--- src/rtl/fp_addsub_wb_pkg.sv ---
// Shared types and helpers for the add/sub writeback stage.
//   o_err_t        : error codes produced by add_sub_top err_o
//   fflags_t       : RISC-V accrued exception flags {nv,dz,of,uf,nx}
//   err_to_fflags  : maps an err code to the flags it raises
//   CANON_NAN      : canonical quiet NaN at default widths
package fp_addsub_wb_pkg;

  localparam int unsigned DEF_SIG_BITS = 23;
  localparam int unsigned DEF_EXP_BITS = 8;

  typedef enum logic [2:0] {
    NONE      = 3'd0,
    OVERFLOW  = 3'd1,
    UNDERFLOW = 3'd2,
    INVALID   = 3'd3,
    INEXACT   = 3'd4
  } o_err_t;

  typedef struct packed {
    logic nv;
    logic dz;
    logic of;
    logic uf;
    logic nx;
  } fflags_t;

  localparam logic [DEF_SIG_BITS+DEF_EXP_BITS:0] CANON_NAN =
    {1'b0, {DEF_EXP_BITS{1'b1}}, 1'b1, {(DEF_SIG_BITS-1){1'b0}}};

  // Reserved codes (5-7) are treated as invalid.
  function automatic fflags_t err_to_fflags(input logic [2:0] err);
    fflags_t f;
    f = '0;
    case (err)
      NONE:      ;
      OVERFLOW:  begin f.of = 1'b1; f.nx = 1'b1; end
      UNDERFLOW: begin f.uf = 1'b1; f.nx = 1'b1; end
      INVALID:   f.nv = 1'b1;
      INEXACT:   f.nx = 1'b1;
      default:   f.nv = 1'b1;
    endcase
    return f;
  endfunction

endpackage

--- src/rtl/fp_addsub_wb_if.sv ---
// Handshake bundle between add_sub_top, the writeback stage and the FP
// register file.
//   upstream  : valid_i, ready_o, rd_i, fp_i, err_i
//   downstream: wb_valid_o, wb_ready_i, wb_rd_o, wb_data_o
// Modports: slave = writeback stage, master = its environment.
interface fp_addsub_wb_if #(
  parameter int unsigned RD_BITS = 5,
  parameter int unsigned FP_W    = 32
);

  logic               valid_i;
  logic               ready_o;
  logic [RD_BITS-1:0] rd_i;
  logic [FP_W-1:0]    fp_i;
  logic [2:0]         err_i;
  logic               wb_valid_o;
  logic               wb_ready_i;
  logic [RD_BITS-1:0] wb_rd_o;
  logic [FP_W-1:0]    wb_data_o;

  modport slave (
    input  valid_i, rd_i, fp_i, err_i, wb_ready_i,
    output ready_o, wb_valid_o, wb_rd_o, wb_data_o
  );

  modport master (
    output valid_i, rd_i, fp_i, err_i, wb_ready_i,
    input  ready_o, wb_valid_o, wb_rd_o, wb_data_o
  );

endinterface

--- src/rtl/fp_addsub_wb_fifo.sv ---
// fp_wb_fifo: generic DEPTH x WIDTH FIFO with occupancy count.
//   i_clk, i_rst_n : clock, async active-low reset
//   i_push, i_data : write request (ignored when full)
//   i_pop          : read request (ignored when empty)
//   o_data         : head entry (undefined content when empty)
//   o_full/o_empty : derived from the registered count only
module fp_wb_fifo #(
  parameter int unsigned WIDTH = 32,
  parameter int unsigned DEPTH = 2
) (
  input  logic             i_clk,
  input  logic             i_rst_n,
  input  logic             i_push,
  input  logic [WIDTH-1:0] i_data,
  input  logic             i_pop,
  output logic [WIDTH-1:0] o_data,
  output logic             o_full,
  output logic             o_empty
);

  localparam int unsigned PW = $clog2(DEPTH);
  localparam int unsigned CW = $clog2(DEPTH + 1);

  logic [WIDTH-1:0] r_mem [DEPTH];
  logic [PW-1:0]    r_wr_ptr;
  logic [PW-1:0]    r_rd_ptr;
  logic [CW-1:0]    r_count;
  logic             w_push;
  logic             w_pop;

  assign o_full  = (r_count == CW'(DEPTH));
  assign o_empty = (r_count == '0);
  assign w_push  = i_push && !o_full;
  assign w_pop   = i_pop && !o_empty;
  assign o_data  = r_mem[r_rd_ptr];

  // Storage needs no reset: head is only meaningful while count != 0.
  always_ff @(posedge i_clk) begin
    if (w_push) r_mem[r_wr_ptr] <= i_data;
  end

  // DEPTH is a power of two, so pointers wrap by natural overflow.
  always_ff @(posedge i_clk or negedge i_rst_n) begin
    if (!i_rst_n) begin
      r_wr_ptr <= '0;
      r_rd_ptr <= '0;
      r_count  <= '0;
    end else begin
      if (w_push) r_wr_ptr <= r_wr_ptr + PW'(1);
      if (w_pop)  r_rd_ptr <= r_rd_ptr + PW'(1);
      case ({w_push, w_pop})
        2'b10:   r_count <= r_count + CW'(1);
        2'b01:   r_count <= r_count - CW'(1);
        default: ;
      endcase
    end
  end

endmodule

--- src/rtl/fp_addsub_wb.sv ---
// fp_addsub_wb: writeback stage after add_sub_top.
// Buffers {rd, fp, err} in a small FIFO, offers the head to the FP register
// file over valid/ready, accrues sticky fflags on each pop and counts retired
// results (saturating).
//   clk, rst_n    : clock, async active-low reset
//   bus (slave)   : valid_i/ready_o/rd_i/fp_i/err_i upstream,
//                   wb_valid_o/wb_ready_i/wb_rd_o/wb_data_o downstream
//   fflags_o      : sticky {NV,DZ,OF,UF,NX}
//   fflags_clr_i  : synchronous clear of fflags_o (a same-cycle pop still sets)
//   retired_o     : saturating popped-result count
// Build option: FP_WB_CANON_NAN_EN -- results whose err maps to NV are
// written back as the canonical quiet NaN.
module fp_addsub_wb
  import fp_addsub_wb_pkg::*;
#(
  parameter int unsigned SIG_BITS = DEF_SIG_BITS,
  parameter int unsigned EXP_BITS = DEF_EXP_BITS,
  parameter int unsigned RD_BITS  = 5,
  parameter int unsigned DEPTH    = 2,
  parameter int unsigned CNT_BITS = 16
) (
  input  logic                clk,
  input  logic                rst_n,
  fp_addsub_wb_if.slave       bus,
  output logic [4:0]          fflags_o,
  input  logic                fflags_clr_i,
  output logic [CNT_BITS-1:0] retired_o
);

  localparam int unsigned FP_W  = SIG_BITS + EXP_BITS + 1;
  localparam int unsigned ENT_W = RD_BITS + FP_W + 3;

  logic [ENT_W-1:0]    w_head;
  logic                w_full;
  logic                w_empty;
  logic                w_push;
  logic                w_pop;
  logic [RD_BITS-1:0]  w_head_rd;
  logic [FP_W-1:0]     w_head_fp;
  logic [2:0]          w_head_err;
  logic [FP_W-1:0]     w_head_data;
  fflags_t             w_head_flags;

  logic [RD_BITS-1:0]  r_last_rd;
  logic [FP_W-1:0]     r_last_data;
  fflags_t             r_fflags;
  logic [CNT_BITS-1:0] r_retired;

  assign w_push = bus.valid_i && !w_full;
  assign w_pop  = !w_empty && bus.wb_ready_i;

  fp_wb_fifo #(
    .WIDTH (ENT_W),
    .DEPTH (DEPTH)
  ) u_fifo (
    .i_clk   (clk),
    .i_rst_n (rst_n),
    .i_push  (w_push),
    .i_data  ({bus.rd_i, bus.fp_i, bus.err_i}),
    .i_pop   (w_pop),
    .o_data  (w_head),
    .o_full  (w_full),
    .o_empty (w_empty)
  );

  assign {w_head_rd, w_head_fp, w_head_err} = w_head;
  assign w_head_flags = err_to_fflags(w_head_err);

`ifdef FP_WB_CANON_NAN_EN
  localparam logic [FP_W-1:0] L_CANON_NAN =
    {1'b0, {EXP_BITS{1'b1}}, 1'b1, {(SIG_BITS-1){1'b0}}};
  assign w_head_data = w_head_flags.nv ? L_CANON_NAN : w_head_fp;
`else
  assign w_head_data = w_head_fp;
`endif

  // Outputs come from registered state only; when empty the last popped
  // values are presented instead of the stale FIFO slot.
  assign bus.ready_o    = !w_full;
  assign bus.wb_valid_o = !w_empty;
  assign bus.wb_rd_o    = w_empty ? r_last_rd   : w_head_rd;
  assign bus.wb_data_o  = w_empty ? r_last_data : w_head_data;
  assign fflags_o       = r_fflags;
  assign retired_o      = r_retired;

  always_ff @(posedge clk or negedge rst_n) begin
    if (!rst_n) begin
      r_last_rd   <= '0;
      r_last_data <= '0;
      r_fflags    <= '0;
      r_retired   <= '0;
    end else begin
      if (w_pop) begin
        r_last_rd   <= w_head_rd;
        r_last_data <= w_head_data;
      end
      r_fflags <= fflags_t'((fflags_clr_i ? '0 : r_fflags) |
                            (w_pop ? w_head_flags : '0));
      if (w_pop && (r_retired != '1)) r_retired <= r_retired + CNT_BITS'(1);
    end
  end

endmodule

--- src/flat_wrapper.sv ---
// flat-port wrapper written by rule: the top's interface ports become plain ports
module fp_addsub_wb_flat import fp_addsub_wb_pkg::*;
#(
  parameter int unsigned SIG_BITS = DEF_SIG_BITS,
  parameter int unsigned EXP_BITS = DEF_EXP_BITS,
  parameter int unsigned RD_BITS  = 5,
  parameter int unsigned DEPTH    = 2,
  parameter int unsigned CNT_BITS = 16
)
  (clk, rst_n, fflags_o, fflags_clr_i, retired_o, bus_valid_i, bus_rd_i, bus_fp_i, bus_err_i, bus_wb_ready_i, bus_ready_o, bus_wb_valid_o, bus_wb_rd_o, bus_wb_data_o);
  fp_addsub_wb_if #(.RD_BITS(RD_BITS), .FP_W((32))) bus_i ();
  input  logic clk;
  input  logic rst_n;
  output logic [4:0] fflags_o;
  input  logic fflags_clr_i;
  output logic [CNT_BITS-1:0] retired_o;
  input wire logic [$bits(bus_i.valid_i)-1:0] bus_valid_i;
  input wire logic [$bits(bus_i.rd_i)-1:0] bus_rd_i;
  input wire logic [$bits(bus_i.fp_i)-1:0] bus_fp_i;
  input wire logic [$bits(bus_i.err_i)-1:0] bus_err_i;
  input wire logic [$bits(bus_i.wb_ready_i)-1:0] bus_wb_ready_i;
  output wire logic [$bits(bus_i.ready_o)-1:0] bus_ready_o;
  output wire logic [$bits(bus_i.wb_valid_o)-1:0] bus_wb_valid_o;
  output wire logic [$bits(bus_i.wb_rd_o)-1:0] bus_wb_rd_o;
  output wire logic [$bits(bus_i.wb_data_o)-1:0] bus_wb_data_o;
  assign bus_i.valid_i = bus_valid_i;
  assign bus_i.rd_i = bus_rd_i;
  assign bus_i.fp_i = bus_fp_i;
  assign bus_i.err_i = bus_err_i;
  assign bus_i.wb_ready_i = bus_wb_ready_i;
  assign bus_ready_o = bus_i.ready_o;
  assign bus_wb_valid_o = bus_i.wb_valid_o;
  assign bus_wb_rd_o = bus_i.wb_rd_o;
  assign bus_wb_data_o = bus_i.wb_data_o;
  fp_addsub_wb #(.SIG_BITS(SIG_BITS), .EXP_BITS(EXP_BITS), .RD_BITS(RD_BITS), .DEPTH(DEPTH), .CNT_BITS(CNT_BITS)) u_core (.clk(clk), .rst_n(rst_n), .bus(bus_i), .fflags_o(fflags_o), .fflags_clr_i(fflags_clr_i), .retired_o(retired_o));
endmodule
--- config.mk ---
export PLATFORM = sky130hd
export DESIGN_NAME = fp_addsub_wb_flat
export DESIGN_NICKNAME = d
export VERILOG_FILES = /design/src/rtl/fp_addsub_wb_pkg.sv /design/src/rtl/fp_addsub_wb_if.sv /design/src/rtl/fp_addsub_wb_fifo.sv /design/src/rtl/fp_addsub_wb.sv /design/src/flat_wrapper.sv
export SDC_FILE = /design/constraint.sdc
export NUM_CORES = 1
export LEC_CHECK = 0
export CORE_ASPECT_RATIO = 0.5
export CORE_UTILIZATION = 40
export DETAILED_ROUTE_END_ITERATION = 7
export PLACE_DENSITY = 0.62
export SETUP_SLACK_MARGIN = 0.05
export SLEW_MARGIN = 25
export SYNTH_ARGS = -nofsm -noshare
export SYNTH_HDL_FRONTEND = slang
export SYNTH_SLANG_ARGS = --single-unit
--- constraint.sdc ---
create_clock -name clk -period 5.6 [get_ports clk]
set_input_delay 0.56 -clock clk [delete_from_list [all_inputs] [get_ports clk]]
set_output_delay 0.56 -clock clk [all_outputs]
set_load 0.01 [all_outputs]
==> impl_table.tex, run 1 <==
\begin{tabular}{lr}
\hline
Metric & Value \\
\hline
\multicolumn{2}{l}{\textbf{Status}} \\
Outcome & finished clean \\
\multicolumn{2}{l}{\textbf{Yosys}} \\
Number of standard cells after synthesis & between 400 and 500 \\
Synthesis-stage register bit count & 141 \\
Post-synthesis async set-or-reset flop share & 0.4326 \\
Multiplexer fraction of the synthesized cell area & 0.07724 \\
Share of the yosys chip area belonging to registers & 0.6910 \\
Post-synthesis area per instance & 13.16 um2 \\
Flip-flop cell with the highest count after synthesis & sky130\_fd\_sc\_hd\_\_edfxtp\_1 \\
Share of the synthesized netlist area taken by xor and xnor gates & 0.02465 \\
Number of flops mapped to enable cells by yosys & 80 \\
Distinct cell type count after synthesis & 44 \\
Main combinational cell family by area after synthesis & simple AND/OR/NAND/NOR gates \\
Post-synthesis share of cell area spent on full adders, half adders and majority gates & 0.004401 \\
Simple-gate portion of the synthesized area & 0.09551 \\
Total standard cell area after synthesis & approximately 0.0057 mm2 \\
Number of warnings printed during yosys synthesis & 0 \\
Syn Nets & roughly 480 \\
Fraction of the mapped netlist area in compound gates & 0.08275 \\
\multicolumn{2}{l}{\textbf{Placed design}} \\
Weighted congestion at the end of routability-driven global placement & 0.7863 \\
Placed cell count & just over 700 \\
Port Buf Inserts & 103 \\
Placed cell area & a little under 0.007 mm2 \\
Estimated wirelength of the detail-placed design & 7109 um \\
Setup slack after placement & 2.640 ns \\
\multicolumn{2}{l}{\textbf{Critical path}} \\
Top Family by Delay on Critical Path & buffers and inverters \\
Largest incremental delay on the critical path & 0.60 ns \\
CP bufs+invs & 2 \\
CP Class & flip-flop to output pin \\
Data required time of the worst path & a little over 5 ns \\
Type of element capturing the critical path & output pin \\
Crit Path Max Fanout & 39 \\
Cells along the critical path & or2\_2, buf\_4, nor2\_1, a21oi\_1, clkdlybuf4s50\_1 \\
Cell at the slowest stage of the critical path & sky130\_fd\_sc\_hd\_\_clkdlybuf4s50\_1 \\
Critical path startpoint category & flip-flop \\
Data arrival time of the worst path & approximately 2.9 ns \\
\multicolumn{2}{l}{\textbf{Layout}} \\
Fraction of layout instances using a drive strength above 1 & 0.09672 \\
Final antenna diode count & 0 \\
Post-Route Utilization & 0.5484 \\
Signed area change from the synthesized netlist to the final layout & 32.15\% \\
Final-stage net count & 582 \\
Number of standard cells in the layout, taps in and fillers out & 740 \\
Fin area & approximately 0.0075 mm2 \\
\multicolumn{2}{l}{\textbf{Flow run}} \\
Max-cap violations & 0 \\
\multicolumn{2}{l}{\textbf{Clocking}} \\
Inserted Clock Buffers & 17 \\
TritonCTS sink count & between 100 and 150 \\
Total of hold buffers inserted after clock tree synthesis & 0 \\
Register clock-pin slew on the reported worst setup and hold paths & 0.06 ns \\
Longest Clk Path Bufs & 2 \\
Max H-tree Level & 4 \\
CTS tree & built \\
Post\_cts resized & 0 \\
Post-CTS setup buffer count & 0 \\
Buffer cell driving the clock tree root & sky130\_fd\_sc\_hd\_\_clkbuf\_16 \\
Clock Latency Late Sink & about 0.4 ns \\
\multicolumn{2}{l}{\textbf{Detailed routing}} \\
Drt initial violations & 200 \\
Number of detailed-route iterations in the first pass & 4 \\
Drt total wl & 11,100 um \\
Count of unresolved DRC violations after routing & 0 \\
WL/cell & 15.00 um \\
Number of nets with antenna violations after detailed routing & 0 \\
Routed vias/inst & 4.882 \\
Vias & 3,613 \\
\multicolumn{2}{l}{\textbf{Global route}} \\
Largest net degree at the start of global routing & 70 \\
First-pass GRT wire length & 18,320 um \\
Grt ovf & 0 \\
Initial antenna violation count & 0 \\
Via count of the first global-routing pass & 3,575 \\
Global router's overall resource usage & 0.1630 \\
\multicolumn{2}{l}{\textbf{Die}} \\
Cell Rows & 30 \\
Initial core utilization & 0.4150 \\
Vertical die dimension & $\sim$86 um \\
Core ar. & between 0.01 and 0.015 mm2 \\
Horizontal extent of the die & 170.6 um \\
Boundary Pins & 105 \\
Die area & approximately 0.015 mm2 \\
\multicolumn{2}{l}{\textbf{Timing}} \\
Max Freq & 0.2932 GHz \\
Total count of hold-check failures in the final report & 0 \\
Slack of the critical path & 2.189 ns \\
Worst slew margin relative to its limit & 0.4482 \\
Clock skew after layout & slightly below 0.009 ns \\
Final setup fails & 0 \\
RSZ-0062 raised after global routing & no \\
Final worst path period share & 0.6091 \\
Transition time at the pin with the least slew margin & 0.8277 ns \\
Max-slew violation count & 0 \\
Final total negative setup slack & 0 ns \\
Period minus WS final & 3.411 ns \\
\multicolumn{2}{l}{\textbf{Power}} \\
Peak supply drop & $\sim$0.0003 V \\
PwrDens & a little under 600 mW/mm2 \\
Static Leak & 2.965 nW \\
\multicolumn{2}{l}{\textbf{Min path}} \\
Class of the tightest hold or removal check & input port to async pin \\
\hline
\end{tabular}
[routing by layer]
layer	vias up	track usage	share of wire
li1	1764	-	-
met1	1783	0.2191	0.47
met2	61	0.2683	0.49
met3	5	0.03470	0.032
met4	0	0.04914	0.0045
met5	-	0	0
[layout make-up]
cell class	count	area, um2
Inverter	4	15.01
Sequential cell	141	3930
Clock inverter	14	193.9
Clock buffer	18	429.2
Multi-Input combinational cell	263	1642
Fill cell	1155	6187
Tap cell	192	240.2
Timing Repair Buffer	108	1064
[cell usage after synthesis (2+ instances only)]
master                     instances  area [um2]
sky130_fd_sc_hd__o21ai_2           2       17.52
sky130_fd_sc_hd__nand2b_1          2       12.51
sky130_fd_sc_hd__buf_4             3       22.52
sky130_fd_sc_hd__xor2_1            4       35.03
sky130_fd_sc_hd__o21ai_0          39       195.2
sky130_fd_sc_hd__inv_1             4       15.01
sky130_fd_sc_hd__mux2i_1          39       390.4
sky130_fd_sc_hd__nand3_1           2       10.01
sky130_fd_sc_hd__buf_2             9       45.04
sky130_fd_sc_hd__clkbuf_1          6       22.52
sky130_fd_sc_hd__mux2_2            3       33.78
sky130_fd_sc_hd__dfrtp_1          61        1526
sky130_fd_sc_hd__xnor2_1          12       105.1
sky130_fd_sc_hd__nor2_1           43       161.4
sky130_fd_sc_hd__ha_1              2       25.02
sky130_fd_sc_hd__o211ai_1          2       15.01
sky130_fd_sc_hd__nand2_1          43       161.4
sky130_fd_sc_hd__nand4_1           5       31.28
sky130_fd_sc_hd__buf_1             5       18.77
sky130_fd_sc_hd__edfxtp_1         80        2402
sky130_fd_sc_hd__and3_1            3       18.77
sky130_fd_sc_hd__a21oi_1          39       195.2
sky130_fd_sc_hd__nand4_2           3       37.54
[registers in the layout (all words and copies together) (netlist names)]
register / count
u_core.u_fifo.r_wr_ptr: 1
u_core.retired_o: 16
u_core.r_last_rd: 5
u_core.fflags_o: 4
u_core.r_last_data: 32
u_core.u_fifo.r_mem: 80
u_core.u_fifo.r_rd_ptr: 1
u_core.u_fifo.r_count: 2
[path summary, 6_finish.rpt]
| path | startpoint | endpoint | slack, ns | depth (start not counted) |
|---|---|---|---|---|
| worst max-delay path | u_core.u_fifo.r_count[0] | bus_wb_rd_o[1] | 2.19 | 5 |
| worst min-delay path | rst_n | u_core.r_last_data[11] | 0.33 | 2 |
| worst max register to register | u_core.u_fifo.r_count[0] | u_core.u_fifo.r_mem[0][17] | 3.51 | 4 |
| worst min register to register | u_core.r_last_rd[4] | u_core.r_last_rd[4] | 0.48 | 2 |
| max in group asynchronous | rst_n | u_core.u_fifo.r_rd_ptr | 4.67 | 2 |
| min in group clk | u_core.r_last_rd[4] | u_core.r_last_rd[4] | 0.48 | 2 |
[stage by stage]
stage / hold slack, ns / power [mW]
detailed placement: 0.4718 / 3.222
global placement: 0.4613 / 3.187
global route: 0.4130 / 4.617
finish: 0.3336 / 4.358
floorplan: 0.2644 / 2.473
CTS: 0.3757 / 4.407
[cells in the final DEF, fill, tap and decap left out, drive strengths merged]
| cell | netlist | final |
|---|---|---|
| clkdlybuf4s50 | 0 | 102 |
| mux2i | 39 | 39 |
| mux2 | 4 | 4 |
| o22ai | 1 | 1 |
| and4 | 1 | 1 |
| a31oi | 1 | 1 |
| inv | 4 | 6 |
| edfxtp | 80 | 80 |
| nor4 | 1 | 1 |
| dfrtp | 61 | 61 |
| buf | 18 | 6 |
| a41oi | 1 | 1 |
| nor3b | 1 | 1 |
| a21oi | 39 | 39 |
| xnor2 | 12 | 12 |
| nand3 | 3 | 3 |
| nor2 | 44 | 44 |
| nand4 | 8 | 8 |
| nand2b | 2 | 2 |
| o32ai | 1 | 1 |
| o311ai | 1 | 1 |
| nor3 | 3 | 3 |
| nand2 | 43 | 43 |
| bufinv | 0 | 4 |
| ha | 2 | 2 |
| o21ai | 41 | 41 |
| o22a | 1 | 1 |
| xor2 | 4 | 4 |
| clkinvlp | 0 | 3 |
| o211ai | 2 | 2 |
| conb | 1 | 1 |
| and3 | 3 | 3 |
| and2 | 1 | 1 |
| or2 | 3 | 3 |
| clkinv | 0 | 5 |
| clkbuf | 6 | 18 |
[cell families after synthesis]
logic type                 Yosys count
DFF                                141
muxes                               43
xor gates and xnor gates            16
and+or+nand+nor                    113
other                                1
buffers and inverters               28
adders and majority gates            2
AOI/OAI and AO/OA                   88
[where the power goes]
| part | switching, mW | total, mW | leakage [nW] | internal, mW |
|---|---|---|---|---|
| combinational | 0.796 | 1.56 | 1.17 | 0.760 |
| sequential | 0.184 | 1.62 | 1.51 | 1.44 |
| clock | 0.431 | 1.18 | 0.292 | 0.748 |
| total | 1.41 | 4.36 | 2.97 | 2.95 |
(Power assumes the default switching activity.)
==> run 2: changes to the inputs <==
clock period = 3.2 ns   (was 5.6 ns; I/O delays follow)
==> run 2 against run 1 <==
Against the previous run:
- register-to-register slack lost 2.3 ns
- flip-flop and latch count did not move
- core utilization grew 0.33 points
- largest power group unchanged
- first-iteration DRC count down 32%
- sequential share of layout area fell by 0.31 points
- highest routed layer unchanged
- clock-buffer cell count is the same
- cell count is 0.41% higher
- non-clock buffer count grew 3
==> impl_table.tex, run 2 (synthesized netlist as in run 1, its figures left out) <==
\begin{tabular}{lr}
\hline
Metric & Value \\
\hline
\multicolumn{2}{l}{\textbf{Timing}} \\
Final total negative setup slack & 0 ns (unchanged) \\
Total count of hold-check failures in the final report & 0 (unchanged) \\
RSZ-0062 raised after global routing & no \\
Max-slew violation count & 0 (unchanged) \\
Worst hold margin & 0.02001 ns (-0.3136 ns) \\
Transition time at the pin with the least slew margin & 0.8523 ns (+0.02461 ns) \\
Final worst path period share & 0.8035 \\
Final setup fails & 0 (unchanged) \\
Clock skew after layout & 0.01149 ns (+0.002697 ns) \\
Period minus WS final & 2.571 ns \\
Slack of the critical path & 0.6287 ns (-1.560 ns) \\
Worst slew margin relative to its limit & 0.4318 (-0.01641) \\
Max Freq & 0.3889 GHz \\
\multicolumn{2}{l}{\textbf{Layout}} \\
Number of standard cells in the layout, taps in and fillers out & 743 (+0.41\%) \\
Final-stage net count & 585 (+0.52\%) \\
Top library cells by usage in the layout, fill and taps aside & sky130\_fd\_sc\_hd\_\_clkdlybuf4s50\_1, sky130\_fd\_sc\_hd\_\_edfxtp\_1, sky130\_fd\_sc\_hd\_\_dfrtp\_1 \\
Max FFs per register & 80 (unchanged) \\
Most common cell after layout, fill and taps aside & sky130\_fd\_sc\_hd\_\_clkdlybuf4s50\_1 \\
Final antenna diode count & 0 (unchanged) \\
Reg with most FFs & u\_core.u\_fifo.r\_mem \\
Signed area change from the synthesized netlist to the final layout & 32.94\% \\
Filler Cells Inserted & 1,120 (-3.0\%) \\
Fraction of layout instances using a drive strength above 1 & 0.1053 (+0.008548) \\
\multicolumn{2}{l}{\textbf{Clocking}} \\
Buffer cell driving the clock tree root & sky130\_fd\_sc\_hd\_\_clkbuf\_16 \\
Max H-tree Level & 4 (unchanged) \\
Total of hold buffers inserted after clock tree synthesis & 0 (unchanged) \\
Longest Clk Path Bufs & 2 (unchanged) \\
TritonCTS sink count & 141 (unchanged) \\
Register clock-pin slew on the reported worst setup and hold paths & 0.06 ns (about the same) \\
Inserted Clock Buffers & 17 (unchanged) \\
Clock Latency Late Sink & 0.40 ns (about the same) \\
Post-CTS setup buffer count & 0 (unchanged) \\
Post\_cts resized & 0 (unchanged) \\
CTS tree & built \\
\multicolumn{2}{l}{\textbf{Die}} \\
Horizontal extent of the die & 170.6 um (unchanged) \\
Cell Rows & 30 (unchanged) \\
Vertical die dimension & 86.30 um (unchanged) \\
Initial core utilization & 0.4150 (unchanged) \\
Boundary Pins & 105 (unchanged) \\
Core ar. & 0.01370 mm2 (unchanged) \\
Die area & 0.01472 mm2 (unchanged) \\
\multicolumn{2}{l}{\textbf{Critical path}} \\
Data arrival time of the worst path & 2.25 ns (-0.60 ns) \\
Crit Path Max Fanout & 41 (+5.1\%) \\
Worst R2R Start & u\_core.u\_fifo.r\_count[0] \\
Data required time of the worst path & 2.88 ns (-2.16 ns) \\
Critical path startpoint category & flip-flop \\
CP Class & flip-flop to output pin \\
Depth of the most critical reg-to-reg path & 5 (+1) \\
Register-to-Register Setup Slack & 1.21 ns (-2.30 ns) \\
Reg-to-reg endpoint & u\_core.u\_fifo.r\_count[1] \\
Type of element capturing the critical path & output pin \\
\multicolumn{2}{l}{\textbf{Power}} \\
Share of power burned in the clock network & 0.265 (-0.005) \\
Share of total power in sequential cells & 0.371 (-0.002) \\
PwrDens & 1008 mW/mm2 (+74\%) \\
Relative contribution of combinational cells to total power & 0.363 (+0.006) \\
Sw Ratio & 0.3259 (+0.002250) \\
Psw & 2.484 mW (+76\%) \\
Static Leak & 2.995 nW (+0.99\%) \\
Peak supply drop & 0.0004630 V (+59\%) \\
Total power consumption of the routed design & 7.622 mW (+75\%) \\
Design internal power & 5.138 mW (+74\%) \\
\multicolumn{2}{l}{\textbf{Placed design}} \\
Port Buf Inserts & 103 (unchanged) \\
Placed cell count & 711 (+0.42\%) \\
Weighted congestion at the end of routability-driven global placement & 0.8118 (+3.2\%) \\
Estimated wirelength of the detail-placed design & 7220 um (+1.6\%) \\
Setup slack after placement & 1.045 ns (-1.596 ns) \\
\multicolumn{2}{l}{\textbf{Detailed routing}} \\
Vias & 3,567 (-1.3\%) \\
Number of detailed-route iterations in the first pass & 4 (unchanged) \\
Count of unresolved DRC violations after routing & 0 (unchanged) \\
Routed vias/inst & 4.801 (-1.7\%) \\
Drt total wl & 11,040 um (-0.57\%) \\
Number of nets with antenna violations after detailed routing & 0 (unchanged) \\
Drt initial violations & 137 (-32\%) \\
WL/cell & 14.86 um (-0.97\%) \\
\multicolumn{2}{l}{\textbf{Flow run}} \\
Max-cap violations & 0 (unchanged) \\
\multicolumn{2}{l}{\textbf{Status}} \\
Outcome & finished clean \\
\multicolumn{2}{l}{\textbf{Global route}} \\
Via count of the first global-routing pass & 3,550 (-0.70\%) \\
Grt ovf & 0 (unchanged) \\
Largest net degree at the start of global routing & 66 (-5.7\%) \\
First-pass GRT wire length & 17,760 um (-3.1\%) \\
Initial antenna violation count & 0 (unchanged) \\
Global router's overall resource usage & 0.1616 (-0.001367) \\
\multicolumn{2}{l}{\textbf{Min path}} \\
Class of the tightest hold or removal check & input port to async pin \\
\hline
\end{tabular}
[run 2: layout make-up]
| type | count | area (um2) | area share |
|---|---|---|---|
| Multi-Input combinational cell | 263 | 1638 | 0.2167 |
| Tap cell | 192 | 240.2 | 0.03178 |
| Timing Repair Buffer | 111 | 1124 | 0.1487 |
| Clock buffer | 18 | 429.2 | 0.05678 |
| Sequential cell | 141 | 3930 | 0.5199 |
| Inverter | 4 | 15.01 | 0.001986 |
| Clock inverter | 14 | 182.7 | 0.02417 |
[run 2: worst max path at each step]
stage,from,endpoint,cells after the start
floorplan,u_core.u_fifo.r_count[0],u_core.u_fifo.r_mem[0][0],3
global placement,u_core.u_fifo.r_count[0],bus_wb_rd_o[1],4
detailed placement,u_core.u_fifo.r_count[0],bus_wb_rd_o[0],4
CTS,u_core.u_fifo.r_count[0],bus_wb_rd_o[0],4
global route,u_core.u_fifo.r_count[0],bus_wb_rd_o[0],5
finish,u_core.u_fifo.r_count[0],bus_wb_rd_o[0],4
[run 2: critical path: stages (launching register included)]
cell,delay (ns)
sky130_fd_sc_hd__dfrtp_1,0.45
sky130_fd_sc_hd__or2_2,0.33
sky130_fd_sc_hd__buf_4,0.26
sky130_fd_sc_hd__a21oi_1,0.24
sky130_fd_sc_hd__clkdlybuf4s50_1,0.57
[run 2: metal layers]
metal,part of all wire,track usage,vias up
li1,-,-,1762
met4,0.0059,0.06143,0
met5,0,0,-
met3,0.037,0.03790,4
met2,0.50,0.2805,60
met1,0.46,0.1982,1741
[run 2: through the flow]
step / utilization / cell area, um2
after global routing: 0.5517 / 7559
after floorplan: - / 5685
after global placement: 0.5070 / 6947
after detailed placement: 0.5070 / 6947
after CTS: 0.5517 / 7559
final: 0.5517 / 7559
[run 2: power by group through the flow]
stage	Sequential, mW	Combinational [mW]	Clock (mW)
finish	2.83	2.77	2.02
floorplan	2.79	1.54	0
global placement	2.85	2.78	0
detailed placement	2.86	2.81	0
CTS	2.83	2.82	2.07
global route	2.90	3.05	2.16
